[config.mk]
export PLATFORM = sky130hd
export DESIGN_NAME = mem_bus_arbiter
export DESIGN_NICKNAME = d
export VERILOG_FILES = /design/src/rtl/mem_bus_arbiter.sv
export SDC_FILE = /design/constraint.sdc
export NUM_CORES = 1
export LEC_CHECK = 0
export BUFFER_PORTS_ARGS = -buffer_cell sky130_fd_sc_hd__buf_2
export CORE_ASPECT_RATIO = 0.5
export CORE_MARGIN = 10
export CORE_UTILIZATION = 39
export DETAILED_ROUTE_END_ITERATION = 7
export PLACE_DENSITY = 0.78
export RECOVER_POWER = 50
export SLEW_MARGIN = 20
export SYNTH_ARGS = -nofsm -noshare
export SYNTH_HDL_FRONTEND = slang
export SYNTH_SLANG_ARGS = --single-unit
[constraint.sdc]
create_clock -name clk -period 1.7 [get_ports clk]
set_input_delay 0.425 -clock clk [delete_from_list [all_inputs] [get_ports clk]]
set_output_delay 0.425 -clock clk [all_outputs]
set_load 0.02 [all_outputs]
[src/rtl/mem_bus_arbiter.sv]
// mem_bus_arbiter
//   Shares one memory bus between two masters: port 0 (CPU/MMU) and port 1 (DMA/loader).
//   Requests are arbitrated round-robin per transaction. The grant and the bus address, write
//   data and access type are registered. Ready and read data go straight back to the master.
//   A watchdog aborts an access that never sees mem_ready.
//
//   Access codes (3 bits): 0 = NONE, 1 = R (read), 2 = W (write), 3 = X (fetch).
//   Any other code means "no request".
//
// Parameters
//   TIMEOUT         S_ACCESS cycles without mem_ready before the access is aborted (0 = off)
// Ports
//   clk             clock, all state on posedge
//   res             synchronous active-high reset
//   mN_addr         port N address
//   mN_dataOut      port N write data
//   mN_accessType   port N request type
//   mN_dataIn       port N read data (always equal to mem_dataIn)
//   mN_ready        port N done / idle
//   mN_err          port N access aborted by the watchdog
//   mem_addr        bus address (registered)
//   mem_dataOut     bus write data (registered)
//   mem_accessType  bus request type (NONE outside the access state)
//   mem_dataIn      bus read data
//   mem_ready       bus completion strobe
//   grant           index of the port that owns the bus
//   busy            arbiter is not idle
module mem_bus_arbiter #(
    parameter int unsigned TIMEOUT = 256
) (
    input  logic        clk,
    input  logic        res,
    input  logic [31:0] m0_addr,
    input  logic [31:0] m0_dataOut,
    input  logic [2:0]  m0_accessType,
    output logic [31:0] m0_dataIn,
    output logic        m0_ready,
    output logic        m0_err,
    input  logic [31:0] m1_addr,
    input  logic [31:0] m1_dataOut,
    input  logic [2:0]  m1_accessType,
    output logic [31:0] m1_dataIn,
    output logic        m1_ready,
    output logic        m1_err,
    output logic [31:0] mem_addr,
    output logic [31:0] mem_dataOut,
    output logic [2:0]  mem_accessType,
    input  logic [31:0] mem_dataIn,
    input  logic        mem_ready,
    output logic        grant,
    output logic        busy
);

    localparam logic [2:0] AccNone  = 3'd0;
    localparam logic [2:0] AccRead  = 3'd1;
    localparam logic [2:0] AccWrite = 3'd2;
    localparam logic [2:0] AccFetch = 3'd3;

    localparam logic [1:0] StIdle   = 2'd0;
    localparam logic [1:0] StAccess = 2'd1;
    localparam logic [1:0] StAbort  = 2'd2;

    // Keep the counter at least one bit wide so TIMEOUT=0 still elaborates.
    localparam int unsigned    WdW    = (TIMEOUT == 0) ? 1 : $clog2(TIMEOUT + 1);
    localparam logic [WdW-1:0] WdLast = WdW'(TIMEOUT - 1);
    localparam logic [WdW-1:0] WdMax  = '1;
    localparam logic           WdOn   = (TIMEOUT != 0);

    logic [1:0]     state_q;
    logic           grant_q;
    logic           last_grant_q;
    logic [WdW-1:0] wd_cnt_q;
    logic [31:0]    addr_q;
    logic [31:0]    wdata_q;
    logic [2:0]     type_q;

    logic req0, req1, winner, done;

    function automatic logic is_req(input logic [2:0] t);
        return (t == AccRead) || (t == AccWrite) || (t == AccFetch);
    endfunction

    assign req0 = is_req(m0_accessType);
    assign req1 = is_req(m1_accessType);

    // On a tie the port that did not own the previous transaction wins.
    assign winner = (req0 && req1) ? ~last_grant_q : req1;

    always_ff @(posedge clk) begin
        if (res) begin
            state_q      <= StIdle;
            grant_q      <= 1'b0;
            last_grant_q <= 1'b1;
            wd_cnt_q     <= '0;
            addr_q       <= '0;
            wdata_q      <= '0;
            type_q       <= AccNone;
        end else begin
            case (state_q)
                StIdle: begin
                    if (req0 || req1) begin
                        grant_q  <= winner;
                        addr_q   <= winner ? m1_addr : m0_addr;
                        wdata_q  <= winner ? m1_dataOut : m0_dataOut;
                        type_q   <= winner ? m1_accessType : m0_accessType;
                        wd_cnt_q <= '0;
                        state_q  <= StAccess;
                    end
                end
                StAccess: begin
                    if (mem_ready) begin
                        last_grant_q <= grant_q;
                        wd_cnt_q     <= '0;
                        state_q      <= StIdle;
                    end else begin
                        if (WdOn && (wd_cnt_q != WdMax)) begin
                            wd_cnt_q <= wd_cnt_q + WdW'(1);
                        end
                        if (WdOn && (wd_cnt_q == WdLast)) begin
                            state_q <= StAbort;
                        end
                    end
                end
                StAbort: begin
                    last_grant_q <= grant_q;
                    wd_cnt_q     <= '0;
                    state_q      <= StIdle;
                end
                default: begin
                    state_q <= StIdle;
                end
            endcase
        end
    end

    // Completion or abort cycle of the granted port; mem_ready outside StAccess is ignored.
    assign done = ((state_q == StAccess) && mem_ready) || (state_q == StAbort);

    assign m0_ready = ~req0 || (done && !grant_q);
    assign m1_ready = ~req1 || (done && grant_q);
    assign m0_err   = (state_q == StAbort) && !grant_q;
    assign m1_err   = (state_q == StAbort) && grant_q;

    assign m0_dataIn = mem_dataIn;
    assign m1_dataIn = mem_dataIn;

    assign mem_addr       = addr_q;
    assign mem_dataOut    = wdata_q;
    assign mem_accessType = (state_q == StAccess) ? type_q : AccNone;
    assign grant          = grant_q;
    assign busy           = (state_q != StIdle);

endmodule

==> results.cfg, run 1 <==
[cts]
cts.path.max_buffers = 2
clock-sinks = 80
hold_buffers = 0
clkTransAtPathRegs_ns = 0.07
cts_buffers = 9
clk_latency_ns = 0.33
cts_tree = built
cts_htree_levels = 3
clock-root-buffer = clkbuf_16

[synth]
synth_cells = 525
synth.mux.area_fraction_pct = 0.865
synth-edff-count = 0
yosys.cell_types.count = 41
synth_seq_cells = 80
synth-simple-area-share_pct = 21.3
async_reset_ff_share_pct = 0
yosysWarnings = 0
synthXorXnorAreaFrac_pct = 0
syn_area_per_cell_sq_um = 8.82
synth_compound_area_share_pct = 25.2
synth_ff_type = dfxtp_1
synth_top_family_by_area = compound AO/OA/AOI/OAI gates
syn_area_sq_um = 4630
ys_seq_area_share_pct = 34.6
synthAdderAreaFrac_pct = 0.811
synth_fp_nets = 697

[cells_and_area]
fill_cells = 1087
diodes = 0
nNetsFinal = 863
area_growth_pct = 32.0
layout-drive-gt1-share_pct = 48.7
seqCellArea_sq_um = 1610
instances_no_fill = 861
multi_input_area_sq_um = 2390

[flow_run]
drv_cap = 0

[global_routing]
grt_pass1_vias = 4258
antenna_found_initial = 0
grt_start_max_net_pins = 53
track_usage_pct = 17.6
overflow = 0
grt_pass1_wl_mm = 23.9

[setup_path]
critPathRequiredTime_ns = 1.91
start_kind = register
r2r_cells = 9
crit_start = wd_cnt_q[3]
critical_path_class = reg2reg
timing.rr.end = wd_cnt_q[4]
critPathArrivalTime_ns = 2.12
critPathMaxFanout = 5
end_kind = register
reg2reg_from = wd_cnt_q[3]
reg2reg_slack_ns = -0.22

[timing]
setup_violations = 14
slew_headroom_pct = 57.9
tightest_slew_ns = 0.626
fmax_mhz = 522
fin_crit_sh_pct = 113
final_hold_viol_count = 0
setup_tns_ns = -1.41
rsz0062_at_grt = true
period_needed_ns = 1.92
finClkSkew_ns = 0.00957
maxSlewViolCount = 0
setup_slack_ns = -0.215

[routing]
avgRoutedWirePerCell_um = 19.1
wl_mm = 16.5
vias = 4280
via_per_inst = 4.97
dr.pass1.iters = 4
drtIter0Drc = 250
drt.antenna.violating_nets = 0
drc_errors = 0

[placed_design]
placed_cells = 833
place_congestion = 0.842
hpwl_mm = 12.6
port_buffers = 209

[floorplanning]
die_y_um = 97.0
initial_utilization_pct = 39.6
dieArea_sq_um = 16900
core_area_sq_um = 11700
core.rowCount = 28
io_pins = 306
die_w_um = 174

[min_path]
whs_path_depth = 3
worstHoldEndpoint = mem_dataOut[29]
hold_start = m1_dataOut[29]
hold_path_class = in2reg

[outcome]
status = complete, but fails checks
violations = setup timing

[pwr]
irDropWorstVdd_v = 0.000539
power.density_nw_per_um2 = 988
p_leak_uw = 0.00264
[sequential cells by signal, summed over array words and instances (netlist names)]
signal and flops:
wd_cnt_q 9, mem_dataOut 32, type_q 3, mem_addr 32, last_grant_q 1, state_q 2
grant 1
[cell usage in the layout, fill, tap and decap left out, drive strengths merged, types with 3 or more instances in the layout]
cell	count
o21ai	4
nor2	70
nand3	5
ha	3
a311oi	66
buf	223
a21oi	6
nand2	140
or4	4
o21ba	3
clkinv	3
o31ai	4
inv	5
clkbuf	45
mux2i	4
and2	6
dfxtp	80
[kinds of logic (layout without fill, tap and decap cells)]
group | count (synthesis) | after routing
AO/OA/AOI/OAI | 91 | 91
AND/OR/NAND/NOR | 240 | 240
multiplexers | 4 | 4
flip-flops | 80 | 80
adder cells (fa/ha/maj) | 3 | 3
buffers and inverters | 107 | 278
[final cells by class]
class,instances,area share (%)
clock buffer,11,4.14
timing repair buffer,257,25.5
inverter,5,0.307
tap,165,3.38
clock inverter,5,1.29
multi-input combinational,338,39.0
sequential,80,26.3
[worst max-delay path by stage]
stage	end	slack, ns
final	wd_cnt_q[4]	-0.22
after global routing	wd_cnt_q[4]	-0.26
after CTS	wd_cnt_q[4]	-0.14
after detailed placement	wd_cnt_q[4]	-0.14
after global placement	wd_cnt_q[4]	-0.09
after floorplan	wd_cnt_q[3]	-0.06
[synthesized netlist by cell type, types with 2 or more instances]
cell       number  area share [%]
a2bb2oi_1       2            0.38
and2_1          6            0.81
and3_1          2            0.27
buf_6          10             2.4
inv_1           5            0.41
nand2b_1        2            0.27
nand3_1         5            0.54
ha_1            3            0.81
nor2_1         70             5.7
a21oi_1         5            0.54
o21ba_4         2            0.70
buf_8           4             1.3
nor4_1          2            0.27
a311oi_2       59              19
mux2i_1         4            0.86
buf_2           9            0.97
or4_1           4            0.65
o31ai_1         4            0.65
a311oi_1        7             1.3
nand3b_1        2            0.32
nand2_1       140              11
o21ai_0         4            0.43
clkbuf_1       12            0.97
dfxtp_1        80              35
buf_4          66              11
[repair_timing]
item | CTS | global route
setup buffers | 7 | 4
resized for setup | 24 | 25
gates cloned | 0 | 1
pin swaps | 7 | 13
setup endpoints to repair | 14 | 19
[where the power goes]
group          leakage (uW)  internal [uW]  switching [uW]
Clock              0.000165           1360             777
Sequential         0.000665           2080             107
Combinational       0.00181            698            1010
[metal layers]
layer  global-route usage (%)  wire length [um]  vias up
met5                        0                 0        -
li1                         -                 -     2079
met1                     16.1              5510     1986
met3                     7.02              1400       31
met4                     6.07               347        0
met2                     34.6              9220      184
[critical path, cell delays in order, from the launching register on]
cell	delay (ns)
dfxtp_2	0.33
and3_4	0.21
nand3_4	0.09
nor2_4	0.15
ha_4	0.15
nand2b_4	0.07
a2111oi_4	0.42
buf_6	0.20
or4_4	0.14
a21oi_2	0.05
[through the flow]
stage               utilization, %  hold slack (ns)  instance area [sq um]  total power [uW]  setup WS, ns
floorplan                        -            0.452                   4680              3550       -0.0621
global placement              47.2            0.459                   5530              3810       -0.0850
CTS                           51.2            0.351                   5990              6040        -0.140
detailed placement            47.2            0.465                   5530              3860        -0.145
finish                        52.2            0.359                   6110              6040        -0.215
global route                  52.2            0.363                   6110              6310        -0.262
Power figures use the tool's default switching activity.
==> run 2, diff against run 1 <==
Settings changed: SETUP_SLACK_MARGIN set to 0.05.
==> run 2 against run 1 <==
The run still ends with setup timing left. Final cell count up 0.46%. Via count up 0.56%. Non-clock buffer count up 4. Combinational power up 2%. Total power up 0.62%. Clock skew about the same. Worst setup slack better by 0.0021 ns. Hold slack about the same. Critical endpoint unchanged.
==> results.cfg, run 2 (synthesis results as in run 1) <==
[outcome]
status = complete, but fails checks
violations = setup timing

[timing]
setup_violations = 14
fmax_mhz = 523
slew_headroom_pct = 58.4
hold_ws_ns = 0.359
tightest_slew_ns = 0.619
rsz0062_at_grt = true
finClkSkew_ns = 0.00928
final_hold_viol_count = 0
period_needed_ns = 1.91
setup_slack_ns = -0.213
fin_crit_sh_pct = 113
maxSlewViolCount = 0

[routing]
drtIter0Drc = 257
via_per_inst = 4.98
drt.antenna.violating_nets = 0
vias = 4304
wl_mm = 16.7
avgRoutedWirePerCell_um = 19.3
drc_errors = 0
dr.pass1.iters = 4

[placed_design]
place_congestion = 0.842
hpwl_mm = 12.6
port_buffers = 209
place_area_sq_um = 5530

[cts]
cts_htree_levels = 3
cts.path.max_buffers = 2
cts_tree = built
clock-sinks = 80
cts_buffers = 9
clkTransAtPathRegs_ns = 0.06
hold_buffers = 0
clk_latency_ns = 0.33
clock-root-buffer = clkbuf_16

[global_routing]
grt_pass1_wl_mm = 24.0
antenna_found_initial = 0
overflow = 0
grt_start_max_net_pins = 53
track_usage_pct = 17.6
grt_pass1_vias = 4272

[min_path]
whs_path_depth = 3
hold_start = m1_dataOut[29]
worstHoldEndpoint = mem_dataOut[29]
hold_path_class = in2reg

[pwr]
power.density_nw_per_um2 = 986
irDropWorstVdd_v = 0.000540
p_leak_uw = 0.00266

[setup_path]
r2r_cells = 9
reg2reg_from = wd_cnt_q[3]
timing.rr.end = wd_cnt_q[4]
end_kind = register
critPathArrivalTime_ns = 2.12
reg2reg_slack_ns = -0.21
critPathRequiredTime_ns = 1.91
critical_path_class = reg2reg
critPathMaxFanout = 5
start_kind = register

[floorplanning]
core_area_sq_um = 11700
initial_utilization_pct = 39.6
core.rowCount = 28
die_w_um = 174
io_pins = 306
die_y_um = 97.0
dieArea_sq_um = 16900

[cells_and_area]
diodes = 0
area_growth_pct = 33.1
final_cell_mix = buf_2 (166), nand2_1 (140), dfxtp_1 (73), nor2_1 (69), a311oi_2 (59)
final_common_cell = buf_2
final_util_pct = 52.7
stdcell_area_sq_um = 6160
layout-drive-gt1-share_pct = 48.6
nNetsFinal = 867
fill_cells = 1078

[flow_run]
drv_cap = 0
## run 2: cell types whose count changed in the layout (fill, tap and decap cells not counted)
cell | previous run | this run
buf_2 | 168 | 166
nor2_1 | 68 | 69
o21ai_0 | 1 | 0
buf_4 | 32 | 35
clkbuf_16 | 10 | 11
nor2_2 | 1 | 0
o21ai_1 | 1 | 2
clkbuf_1 | 33 | 35
buf_8 | 0 | 2
buf_6 | 15 | 13
## run 2: what timing repair did
| item | CTS | global route |
|---|---|---|
| buffers inserted | 8 | 6 |
| setup endpoints to repair | 16 | 53 |
| pin swaps | 8 | 8 |
| gates resized for setup | 28 | 23 |
| cloned | 0 | 2 |
## run 2: how the worst max path moves through the flow
| stage | from | endpoint | slack (ns) | depth (start not counted) |
|---|---|---|---|---|
| after CTS | wd_cnt_q[5] | wd_cnt_q[4] | -0.14 | 9 |
| after global placement | wd_cnt_q[5] | wd_cnt_q[4] | -0.09 | 9 |
| final | wd_cnt_q[3] | wd_cnt_q[4] | -0.21 | 9 |
| after global routing | wd_cnt_q[3] | wd_cnt_q[4] | -0.26 | 9 |
| after floorplan | wd_cnt_q[3] | wd_cnt_q[3] | -0.06 | 8 |
| after detailed placement | wd_cnt_q[5] | wd_cnt_q[4] | -0.14 | 9 |
## run 2: report_power, final
group / internal [uW] / switching (uW) / total, uW
clock network: 1360 / 779 / 2140
registers: 2080 / 107 / 2190
logic: 721 / 1030 / 1750
## run 2: routing by layer
| layer | routed length (um) | global-route usage [%] | vias up |
|---|---|---|---|
| met4 | 358 | 6.07 | 0 |
| met1 | 5650 | 16.1 | 2001 |
| met2 | 9280 | 34.6 | 180 |
| met3 | 1380 | 7.02 | 33 |
| li1 | - | - | 2090 |
| met5 | 0 | 0 | - |
## run 2: stage by stage
stage          setup TNS (ns)  std cells  power [uW]  worst slack, ns
3_3_place_gp            -2.09        833        3810          -0.0850
6_report                -1.39        865        6080           -0.213
3_5_place_dp            -4.45        833        3860           -0.145
2_1_floorplan          -0.206        525        3550          -0.0621
5_1_grt                 -2.24        865        6340           -0.262
4_1_cts                -0.982        857        6040           -0.140
## run 2: worst max-delay path, stage by stage (launching register included)
cell	delay, ns
dfxtp_2	0.33
and3_4	0.20
nand3_4	0.09
nor2_4	0.15
ha_4	0.15
nand2b_4	0.07
a2111oi_4	0.42
buf_6	0.20
or4_4	0.14
a21oi_2	0.05
## run 2: area by class of cell
type | count | area [sq um] | share of cell area (%)
multi-input cells | 338 | 2380 | 38.7
repair buffers | 261 | 1610 | 26.2
flip-flops and latches | 80 | 1610 | 26.1
clock buffers | 11 | 253 | 4.10
well taps | 165 | 206 | 3.35
clock inverters | 5 | 78.8 | 1.28
inverters | 5 | 18.8 | 0.305
